### src/rtl/rp_8bit_arb_pkg.sv
// Shared types for the two-master data-bus arbiter: FSM states, bus owner and lock counter width.
package rp_8bit_arb_pkg;

    typedef enum logic [1:0] {
        IDLE = 2'd0,
        XFR  = 2'd1,
        HOLD = 2'd2
    } state_t;

    typedef enum logic {
        M0 = 1'b0,
        M1 = 1'b1
    } owner_t;

    localparam int LCW = 4;

endpackage

### src/rtl/rp_8bit_bd_arb.sv
// Round-robin arbiter of CPU (m0) and DMA/debug (m1) onto one slave, with bounded m1 bus locking.
// Latency: request sampled in IDLE drives s_req next cycle; masters stall until their ack, slave may stall indefinitely.
module rp_8bit_bd_arb
    import rp_8bit_arb_pkg::*;
#(
    parameter int DAW = 13,
    parameter int DW  = 8,
    parameter int LCK = 4
) (
    input  logic           clk,
    input  logic           rst,
    input  logic           m0_req,
    input  logic           m0_wen,
    input  logic [DAW-1:0] m0_adr,
    input  logic [DW-1:0]  m0_wdt,
    output logic [DW-1:0]  m0_rdt,
    output logic           m0_ack,
    input  logic           m1_req,
    input  logic           m1_wen,
    input  logic [DAW-1:0] m1_adr,
    input  logic [DW-1:0]  m1_wdt,
    output logic [DW-1:0]  m1_rdt,
    output logic           m1_ack,
    input  logic           m1_lck,
    output logic           s_req,
    output logic           s_wen,
    output logic [DAW-1:0] s_adr,
    output logic [DW-1:0]  s_wdt,
    input  logic [DW-1:0]  s_rdt,
    input  logic           s_ack
);

    localparam logic [LCW-1:0] LCK_MAX = LCW'(LCK);

    state_t         state, state_nxt;
    owner_t         owner, last_owner, gnt_owner;
    logic           grant;
    logic           xfr_done;
    logic           lck_keep;
    logic [LCW-1:0] lck_cnt, lck_inc;

    assign s_req    = (state == XFR);
    assign xfr_done = s_req && s_ack;
    assign lck_keep = (owner == M1) && m1_lck;
    assign lck_inc  = lck_cnt + LCW'(1);

    assign m0_ack = xfr_done && (owner == M0);
    assign m1_ack = xfr_done && (owner == M1);
    assign m0_rdt = s_rdt;
    assign m1_rdt = s_rdt;

    always_ff @(posedge clk or negedge rst) begin
        if (!rst) begin
            state <= IDLE;
        end else begin
            state <= state_nxt;
        end
    end

    always_comb begin
        state_nxt = state;
        grant     = 1'b0;
        gnt_owner = owner;
        case (state)
            IDLE: begin
                if (m0_req || m1_req) begin
                    grant     = 1'b1;
                    state_nxt = XFR;
                    if (m0_req && m1_req) begin
                        gnt_owner = (last_owner == M0) ? M1 : M0;
                    end else begin
                        gnt_owner = m0_req ? M0 : M1;
                    end
                end
            end
            XFR: begin
                // The lock budget counts the transfer completing now.
                if (s_ack) begin
                    state_nxt = (lck_keep && (lck_inc < LCK_MAX)) ? HOLD : IDLE;
                end
            end
            HOLD: begin
                if (m1_req) begin
                    grant     = 1'b1;
                    gnt_owner = M1;
                    state_nxt = XFR;
                end else if (!m1_lck) begin
                    state_nxt = IDLE;
                end
            end
            default: begin
                state_nxt = IDLE;
            end
        endcase
    end

    always_ff @(posedge clk or negedge rst) begin
        if (!rst) begin
            owner      <= M0;
            last_owner <= M1;
            lck_cnt    <= '0;
            s_wen      <= 1'b0;
            s_adr      <= '0;
            s_wdt      <= '0;
        end else begin
            if (grant) begin
                owner <= gnt_owner;
                if (gnt_owner == M1) begin
                    s_wen <= m1_wen;
                    s_adr <= m1_adr;
                    s_wdt <= m1_wdt;
                end else begin
                    s_wen <= m0_wen;
                    s_adr <= m0_adr;
                    s_wdt <= m0_wdt;
                end
            end
            if ((state == IDLE) && grant) begin
                lck_cnt <= '0;
            end else if (xfr_done && lck_keep) begin
                lck_cnt <= lck_inc;
            end
            if (xfr_done) begin
                last_owner <= owner;
            end
        end
    end

endmodule

### config.mk
export PLATFORM = sky130hd
export DESIGN_NAME = rp_8bit_bd_arb
export DESIGN_NICKNAME = d
export VERILOG_FILES = /design/src/rtl/rp_8bit_arb_pkg.sv /design/src/rtl/rp_8bit_bd_arb.sv
export SDC_FILE = /design/constraint.sdc
export NUM_CORES = 1
export LEC_CHECK = 0
export CORE_UTILIZATION = 40
export CTS_BUF_LIST = sky130_fd_sc_hd__clkbuf_16
export DETAILED_ROUTE_END_ITERATION = 10
export GPL_ROUTABILITY_DRIVEN = 0
export GPL_TIMING_DRIVEN = 0
export PLACE_DENSITY = 0.92
export SLEW_MARGIN = 10
export SYNTH_ARGS = -nofsm -noshare
export SYNTH_HDL_FRONTEND = slang
export SYNTH_SLANG_ARGS = --single-unit
### constraint.sdc
create_clock -name clk -period 4.2 [get_ports clk]
set_input_delay 0.84 -clock clk [delete_from_list [all_inputs] [get_ports clk]]
set_output_delay 0.84 -clock clk [all_outputs]
set_load 0.02 [all_outputs]
==> qor.yml, run 1 <==
grt:
  grt_pass1_wl_mm: 6.106
  grt_usage_pct: 19.09
  grt_pass1_vias: 1441
  antenna_found_initial: 0
  grt_overflow: 0
  grt_max_degree: 31
worst_hold_path:
  holdCritStartpoint: "s_adr[12]"
  min_path_type: "flip-flop to flip-flop"
finish:
  drive_above_1_share_pct: 15.94
  final_cell_count_no_fill: 299
  fin_nets: 311
  diodes: 0
  syn_to_final_growth_pct: 66.23
  finalInstanceArea_sq_um: 2698
synth:
  syn_inst: 156
  synth-seq-area-share_pct: 46.34
  synthesis.nets: 215
  synth_area_per_cell_sq_um: 10.40
  yosysWarnings: 0
  syn-cell-area_sq_um: 1623
  synth-seq-cells: 30
  synthDominantCellAreaShare_pct: 44.72
  synth_area_leader_cell: "dfrtp_1"
  yosysUniqueCellTypes: 29
  synthTopCellsByArea: "dfrtp_1 45%, mux2i_1 14%, buf_4 7.4%"
sta:
  slew_viol_final: 0
  fmax_mhz: 300.1
  period_share_pct: 79.34
  setup_viol: 0
  maxSlewHeadroom_pct: 57.13
  fin_worst_skew_ps: 5.137
  holdWs_ps: 472.3
  hold_viol: 0
  final.setup.tns_ps: 0
  worstMarginPinSlew_ps: 643.1
  rsz0062_at_grt: "no"
  fin_crit_ps: 3332
worst_setup_path:
  crit_buf_inv: 3
  crit_required_ps: 3360
  timing.rr.start: "state[1]"
  worstPathCellList: "clkdlybuf4s50_1, and4b_2, clkbuf_1, clkdlybuf4s50_1"
  crit_type: "input port to primary output"
  worst_path_most_repeated_cell: "clkdlybuf4s50_1"
  worstPathMaxFanout: 6
  crit_path_start_kind: "input port"
  path_delay_family: "buffers and inverters"
  crit_arrival_ps: 2490
  slowest_delay_ps: 670
  end_kind: "primary output"
  slowest_stage: "clkdlybuf4s50_1"
  worstSetupStartpoint: "s_ack"
cts:
  cts_resized: 0
  post-cts-setup-buffers: 0
  h-tree-depth: 2
  cts-root-buf: "clkbuf_16"
  cts_num_sinks: 30
  insertion_delay_ps: 270
  cts_buffer_depth: 2
  ctsHoldBuffers: 0
  cts_tree: "yes"
  cts.reportedPaths.clkPinSlew_ps: 50
  numCtsBuffers: 5
pwr:
  power.density_nw_per_um2: 649.5
  p_sw_share_pct: 37.66
  pwr-share-seq_pct: 28.2
  ir_drop_uv: 331.5
  p_switching_mw: 0.6598
  power_frac_comb_pct: 53.7
  p_int_mw: 1.092
  leakage_nw: 1.202
  power.share.clock_pct: 18.0
placement:
  dp.cells: 293
  placed_area_sq_um: 2569
  dp_hpwl_mm: 2.986
  port_buffers: 89
route:
  drt-pass1-iter-count: 4
  drcViolationCount: 0
  num_vias: 1438
  routed_wl_mm: 3.766
  viasPerCell: 4.809
  post_drt_wl_per_cell_microns: 12.60
  drt-initial-drc-count: 32
  ant_nets: 0
status:
  status: "complete, no violations"
flow_run:
  drv_cap: 0
die:
  die-area_sq_um: 4316
  chipHeight_microns: 65.70
  start_util_pct: 43.03
  die_w_microns: 65.70
  core_sq_um: 3771
  num_io_pins: 99
  rows: 22
==> through the flow <==
stage                     power, mW  util (%)  setup slack, ps
final                         1.752     71.53            867.8
after global routing          1.873     71.53            827.9
after CTS                     1.779     71.53            871.3
after detailed placement      1.456     68.12            888.8
after global placement        1.431     68.25            910.9
after floorplan               1.072         -             2009
==> cell usage in the layout (no fill, tap or decap), drive strengths merged <==
master,n
clkdlybuf4s50,88
dfrtp,29
nand2,27
o21ai,24
mux2i,22
buf,20
clkbuf,10
nor2,6
nand3,3
xor2,3
inv,2
xnor2,2
and4b,1
and2b,1
nand3b,1
or3b,1
a32oi,1
a21o,1
nor3,1
and3,1
a21oi,1
o2bb2ai,1
o311ai,1
o32ai,1
ha,1
clkinv,1
dfstp,1
==> Yosys cell counts, drive strengths merged <==
library cell,instances
a21o,1
a21oi,1
a32oi,1
and2b,1
and3,1
and4b,1
buf,19
clkbuf,5
dfrtp,29
dfstp,1
ha,1
inv,2
mux2i,22
nand2,27
nand3,3
nand3b,1
nor2,6
nor3,1
o21ai,24
o2bb2ai,1
o311ai,1
o32ai,1
or3b,1
xnor2,2
xor2,3
==> sequential cells by signal, indices dropped and copies added, names as in the netlist, named ones only <==
register,flops
last_owner,1
lck_cnt,4
s_adr,13
s_wdt,8
s_wen,1
state,2
==> power by group through the flow <==
stage / Clock, mW / Combinational (mW) / Sequential (mW)
finish: 0.316 / 0.941 / 0.495
global route: 0.336 / 1.02 / 0.512
CTS: 0.324 / 0.959 / 0.497
detailed placement: 0 / 0.955 / 0.501
global placement: 0 / 0.939 / 0.492
floorplan: 0 / 0.453 / 0.618
==> layout make-up <==
class / count / area [sq um]
multi-input cells: 100 / 689.4
repair buffers: 89 / 885.9
clock buffers: 5 / 125.1
well taps: 48 / 60.06
plain buffers: 24 / 173.9
clock inverters: 1 / 3.754
inverters: 2 / 7.507
flip-flops and latches: 30 / 752.0
fillers: 317 / 1074
==> tightest hold or removal path: stages, from the launching register on <==
cell	delay, ps
dfrtp_1	330
nand2_1	60
o21ai_2	50
==> routing by layer <==
metal / track usage [%] / wire (microns) / up-vias
met2: 35.46 / 2128 / 49
met3: 5.729 / 254 / 4
met4: 6.522 / 27 / 0
met5: 0 / 0 / -
met1: 20.04 / 1356 / 675
li1: - / - / 710
==> path summary, 6_finish.rpt <==
path / endpoint / slack, ps / cells after the start
setup reg to reg: s_adr[10] / 2330 / 5
hold reg to reg: s_adr[12] / 470 / 2
min in group asynchronous: state[1] / 600 / 1
max in group asynchronous: s_adr[8] / 3180 / 1
setup / recovery: m1_ack / 870 / 4
hold / removal: s_adr[12] / 470 / 2
==> cell families after synthesis <==
family,share of synthesized area (%)
and+or+nand+nor,11.64
AOI/OAI and AO/OA,13.80
DFF,46.34
buffers and inverters,11.18
muxes,13.57
xor gates and xnor gates,2.699
adders and majority gates,0.7709
Power figures use the tool's default switching activity.
==> inputs of run 2 (changes only) <==
--- a/config.mk
+++ b/config.mk
@@ -5,12 +5,12 @@
 export SDC_FILE = /design/constraint.sdc
 export NUM_CORES = 1
 export LEC_CHECK = 0
-export CORE_UTILIZATION = 40
+export CORE_UTILIZATION = 37
 export CTS_BUF_LIST = sky130_fd_sc_hd__clkbuf_16
 export DETAILED_ROUTE_END_ITERATION = 10
 export GPL_ROUTABILITY_DRIVEN = 0
 export GPL_TIMING_DRIVEN = 0
-export PLACE_DENSITY = 0.92
+export PLACE_DENSITY = 0.86
 export SLEW_MARGIN = 10
 export SYNTH_ARGS = -nofsm -noshare
 export SYNTH_HDL_FRONTEND = slang
==> constraint.sdc (replaced) <==
create_clock -name clk -period 3.3 [get_ports clk]
set_input_delay 0.66 -clock clk [delete_from_list [all_inputs] [get_ports clk]]
set_output_delay 0.66 -clock clk [all_outputs]
set_load 0.02 [all_outputs]
==> qor.yml, run 2 (synthesized netlist as in run 1, its figures left out) <==
status:
  status: "complete, no violations"
placement:
  dp.cells: 295
  port_buffers: 89
  placed_area_sq_um: 2571
  dp_hpwl_mm: 3.014
route:
  routed_wl_mm: 3.791
  drt-pass1-iter-count: 4
  num_vias: 1456
  drcViolationCount: 0
  viasPerCell: 4.805
  drt-initial-drc-count: 25
  post_drt_wl_per_cell_microns: 12.51
  ant_nets: 0
worst_setup_path:
  slowest_stage: "clkdlybuf4s50_1"
  worstPathMaxFanout: 6
  crit_type: "input port to primary output"
  crit_path_start_kind: "input port"
  end_kind: "primary output"
  crit_buf_inv: 3
  path_delay_family: "buffers and inverters"
  crit_arrival_ps: 2280
  crit_required_ps: 2640
  slowest_delay_ps: 660
  worstPathCellList: "clkdlybuf4s50_1, and4b_2, clkbuf_1, clkdlybuf4s50_1"
  worst_path_most_repeated_cell: "clkdlybuf4s50_1"
pwr:
  power.density_nw_per_um2: 828.8
  p_total_mw: 2.244
  ir_drop_uv: 476.1
  leakage_nw: 1.212
finish:
  final_common_cell: "clkdlybuf4s50_1"
  syn_to_final_growth_pct: 66.85
  fillers: 335
  drive_above_1_share_pct: 15.81
  top_register: "s_adr"
  diodes: 0
  finalInstanceArea_sq_um: 2708
  largest_reg_flops: 13
  top_regs: "s_adr: 13 flops, s_wdt: 8 flops, lck_cnt: 4 flops"
  fin_nets: 311
  mostFrequentLayoutCells: "88 x clkdlybuf4s50_1, 29 x dfrtp_1, 27 x nand2_1"
  final_cell_count_no_fill: 303
sta:
  final.setup.tns_ps: 0
  hold_viol: 0
  fmax_mhz: 340.2
  setup_viol: 0
  fin_crit_ps: 2940
  fin_worst_skew_ps: 8.763
  maxSlewHeadroom_pct: 55.73
  slew_viol_final: 0
  worstMarginPinSlew_ps: 664.1
  period_share_pct: 89.09
  rsz0062_at_grt: "no"
cts:
  cts-root-buf: "clkbuf_16"
  ctsHoldBuffers: 0
  cts.reportedPaths.clkPinSlew_ps: 50
  cts_tree: "yes"
  insertion_delay_ps: 270
  cts_resized: 0
  cts_num_sinks: 30
  post-cts-setup-buffers: 0
  h-tree-depth: 2
  cts_buffer_depth: 2
  numCtsBuffers: 5
die:
  die-area_sq_um: 4655
  chipHeight_microns: 68.23
  die_w_microns: 68.23
  num_io_pins: 99
  rows: 23
  start_util_pct: 39.43
  core_sq_um: 4115
grt:
  grt_max_degree: 31
  grt_pass1_vias: 1371
  grt_overflow: 0
  grt_usage_pct: 18.08
  grt_pass1_wl_mm: 6.072
  antenna_found_initial: 0
worst_hold_path:
  min_path_type: "input port to asynchronous set/reset pin"
flow_run:
  drv_cap: 0
## run 2: changes by cell type in the layout (fill, tap and decap cells not counted), sizes merged
| cell | previous run | this run |
|---|---|---|
| inv | 2 | 4 |
## run 2: final timing paths
kind	start	endpoint	slack (ps)	cells after the start
worst min-delay path	rst	s_wen	420	1
worst max-delay path	s_ack	m1_ack	360	4
max in group asynchronous	rst	s_adr[12]	2440	1
worst max register to register	state[1]	s_wdt[7]	1420	5
worst min register to register	s_adr[11]	s_adr[11]	470	2
min in group clk	s_adr[11]	s_adr[11]	470	2
## run 2: metrics by stage
step                util [%]  hold slack (ps)  setup WS (ps)
global route           65.80            486.4          299.8
detailed placement     62.48            467.5          347.9
floorplan                  -            364.4           1354
CTS                    65.80            446.6          343.7
global placement       62.60            459.8          361.2
finish                 65.80            422.0          360.1
## run 2: layer usage
| layer | routed length (microns) | track usage [%] | vias to the layer above |
|---|---|---|---|
| met5 | 0 | 0 | - |
| met4 | 36 | 7.031 | 0 |
| met3 | 162 | 5.167 | 2 |
| met2 | 2126 | 32.84 | 49 |
| met1 | 1465 | 19.52 | 697 |
| li1 | - | - | 708 |
## run 2: worst register-to-register path: stages, from the launching register on
cell and delay [ps]:
dfrtp_1 450, or3b_4 430, a32oi_4 340, buf_8 210, mux2i_1 260, o21ai_2 70
## run 2: area by class of cell
type	instances	area (sq um)	area share, %
plain buffers	24	173.9	6.423
clock buffers	5	125.1	4.621
clock inverters	3	11.26	0.4159
inverters	2	7.507	0.2773
multi-input cells	100	689.4	25.46
flip-flops and latches	30	752.0	27.77
well taps	50	62.56	2.311
repair buffers	89	885.9	32.72
## run 2: where the power goes
group	switching, mW	total (mW)	internal (mW)
Combinational	0.612	1.20	0.591
Sequential	0.0986	0.632	0.533
Clock	0.140	0.409	0.269
==> inputs of run 3 (changes only) <==
--- a/config.mk
+++ b/config.mk
@@ -11,7 +11,7 @@
 export GPL_ROUTABILITY_DRIVEN = 0
 export GPL_TIMING_DRIVEN = 0
 export PLACE_DENSITY = 0.86
-export SLEW_MARGIN = 10
+export SETUP_SLACK_MARGIN = 0.4
 export SYNTH_ARGS = -nofsm -noshare
 export SYNTH_HDL_FRONTEND = slang
 export SYNTH_SLANG_ARGS = --single-unit
==> qor.yml, run 3 (synthesized netlist as in run 1, its figures left out) <==
cts:
  cts.reportedPaths.clkPinSlew_ps: 50
  cts_tree: "yes"
  cts-root-buf: "clkbuf_16"
  insertion_delay_ps: 270
  ctsHoldBuffers: 0
  numCtsBuffers: 5
  cts_buffer_depth: 2
  h-tree-depth: 2
  post-cts-setup-buffers: 0
  cts_num_sinks: 30
route:
  num_vias: 1446
  ant_nets: 0
  routed_wl_mm: 3.758
  post_drt_wl_per_cell_microns: 12.40
  drt-initial-drc-count: 54
  drcViolationCount: 0
  drt-pass1-iter-count: 4
  viasPerCell: 4.772
worst_hold_path:
  min_path_type: "input port to asynchronous set/reset pin"
worst_setup_path:
  worstPathCellList: "clkdlybuf4s50_1, and4b_2, clkbuf_1, dlygate4sd2_1"
  crit_buf_inv: 3
  worstPathMaxFanout: 6
  slowest_stage: "clkdlybuf4s50_1"
  crit_type: "input port to primary output"
  crit_required_ps: 2640
  crit_arrival_ps: 1990
  slowest_delay_ps: 490
  path_delay_family: "buffers and inverters"
  crit_path_start_kind: "input port"
  end_kind: "primary output"
grt:
  met2_usage_pct: 32.72
  grt_pass1_vias: 1406
  grt-busiest-layer: "met2"
  met3_usage_pct: 5.167
  grt_pass1_wl_mm: 6.189
  grt_overflow: 0
  gr-usage-met1_pct: 20.04
  antenna_found_initial: 0
  grt_max_degree: 31
  grt_usage_pct: 18.29
pwr:
  power.density_nw_per_um2: 826.6
  leakage_nw: 1.216
  ir_drop_uv: 472.2
die:
  core_sq_um: 4115
  die-area_sq_um: 4655
  chipHeight_microns: 68.23
  rows: 23
  start_util_pct: 39.43
  num_io_pins: 99
  die_w_microns: 68.23
placement:
  port_buffers: 89
  place_ws_ps: 345.1
  dp_hpwl_mm: 3.012
sta:
  worstMarginPinSlew_ps: 650.7
  maxSlewHeadroom_pct: 56.62
  finalWorstSetupSlack_ps: 645.8
  fin_worst_skew_ps: 8.012
  setup_viol: 0
  period_share_pct: 80.43
  fmax_mhz: 376.8
  fin_crit_ps: 2654
  rsz0062_at_grt: "no"
  hold_viol: 0
  final.setup.tns_ps: 0
  slew_viol_final: 0
finish:
  mostFrequentLayoutCells: "87 x clkdlybuf4s50_1, 29 x dfrtp_1, 27 x nand2_1"
  largest_reg_flops: 13
  drive_above_1_share_pct: 15.81
  syn_to_final_growth_pct: 66.77
  top_register: "s_adr"
  top_regs: "s_adr: 13 flops, s_wdt: 8 flops, lck_cnt: 4 flops"
  diodes: 0
  final_common_cell: "clkdlybuf4s50_1"
  fin_nets: 311
flow_run:
  drv_cap: 0
status:
  status: "complete, no violations"
==> run 3: changes by cell type in the layout (fill, tap and decap cells not counted), sizes merged <==
cell | previous run | this run
dlygate4sd2 | 0 | 1
clkdlybuf4s50 | 88 | 87
==> run 3: cell type report <==
class | count | area (sq um)
multi-input cells | 100 | 689.4
clock buffers | 5 | 125.1
clock inverters | 3 | 11.26
plain buffers | 24 | 173.9
repair buffers | 89 | 884.6
well taps | 50 | 62.56
fillers | 337 | 1409
flip-flops and latches | 30 | 752.0
inverters | 2 | 7.507
==> run 3: final timing paths <==
path                           start  slack [ps]  cells past startpoint   endpoint
max reg2reg                 state[1]        1420                      5   s_wdt[7]
max                            s_ack         650                      4     m1_ack
min                              rst         420                      1      s_wen
max in group asynchronous        rst        2450                      1   s_adr[0]
min reg2reg                s_adr[11]         470                      2  s_adr[11]
min in group clk           s_adr[11]         470                      2  s_adr[11]
==> run 3: per-layer routing <==
layer / vias up / part of all wire (%) / routed length, microns
met5: - / 0 / 0
met2: 49 / 55 / 2084
met1: 685 / 39 / 1467
met4: 0 / 0.96 / 36
met3: 2 / 4.5 / 169
li1: 710 / - / -
==> run 3: repair_timing <==
| item | in CTS | in global routing |
|---|---|---|
| gates resized for setup | 1 | 0 |
| setup endpoints to repair | 1 | 0 |
| hold endpoints to repair | 0 | 0 |
==> run 3: worst reg2reg max path, cell delays in order (launching register included) <==
cell	delay (ps)
dfrtp_1	450
or3b_4	430
a32oi_4	330
buf_8	210
mux2i_1	260
o21ai_2	70
==> run 3: where the power goes <==
group	switching, mW	internal, mW	total, mW
sequential	0.0986	0.533	0.631
combinational	0.609	0.588	1.20
clock	0.139	0.269	0.408
==> run 3: through the flow <==
stage / utilization (%) / total power, mW / cell area [sq um] / hold slack (ps) / instances
floorplan: - / 1.364 / 1623 / 364.4 / 156
global placement: 62.60 / 1.828 / 2576 / 459.8 / 295
detailed placement: 62.60 / 1.856 / 2576 / 467.5 / 295
CTS: 65.89 / 2.272 / 2711 / 476.5 / 303
global route: 65.76 / 2.394 / 2706 / 487.0 / 303
finish: 65.76 / 2.237 / 2706 / 418.3 / 303
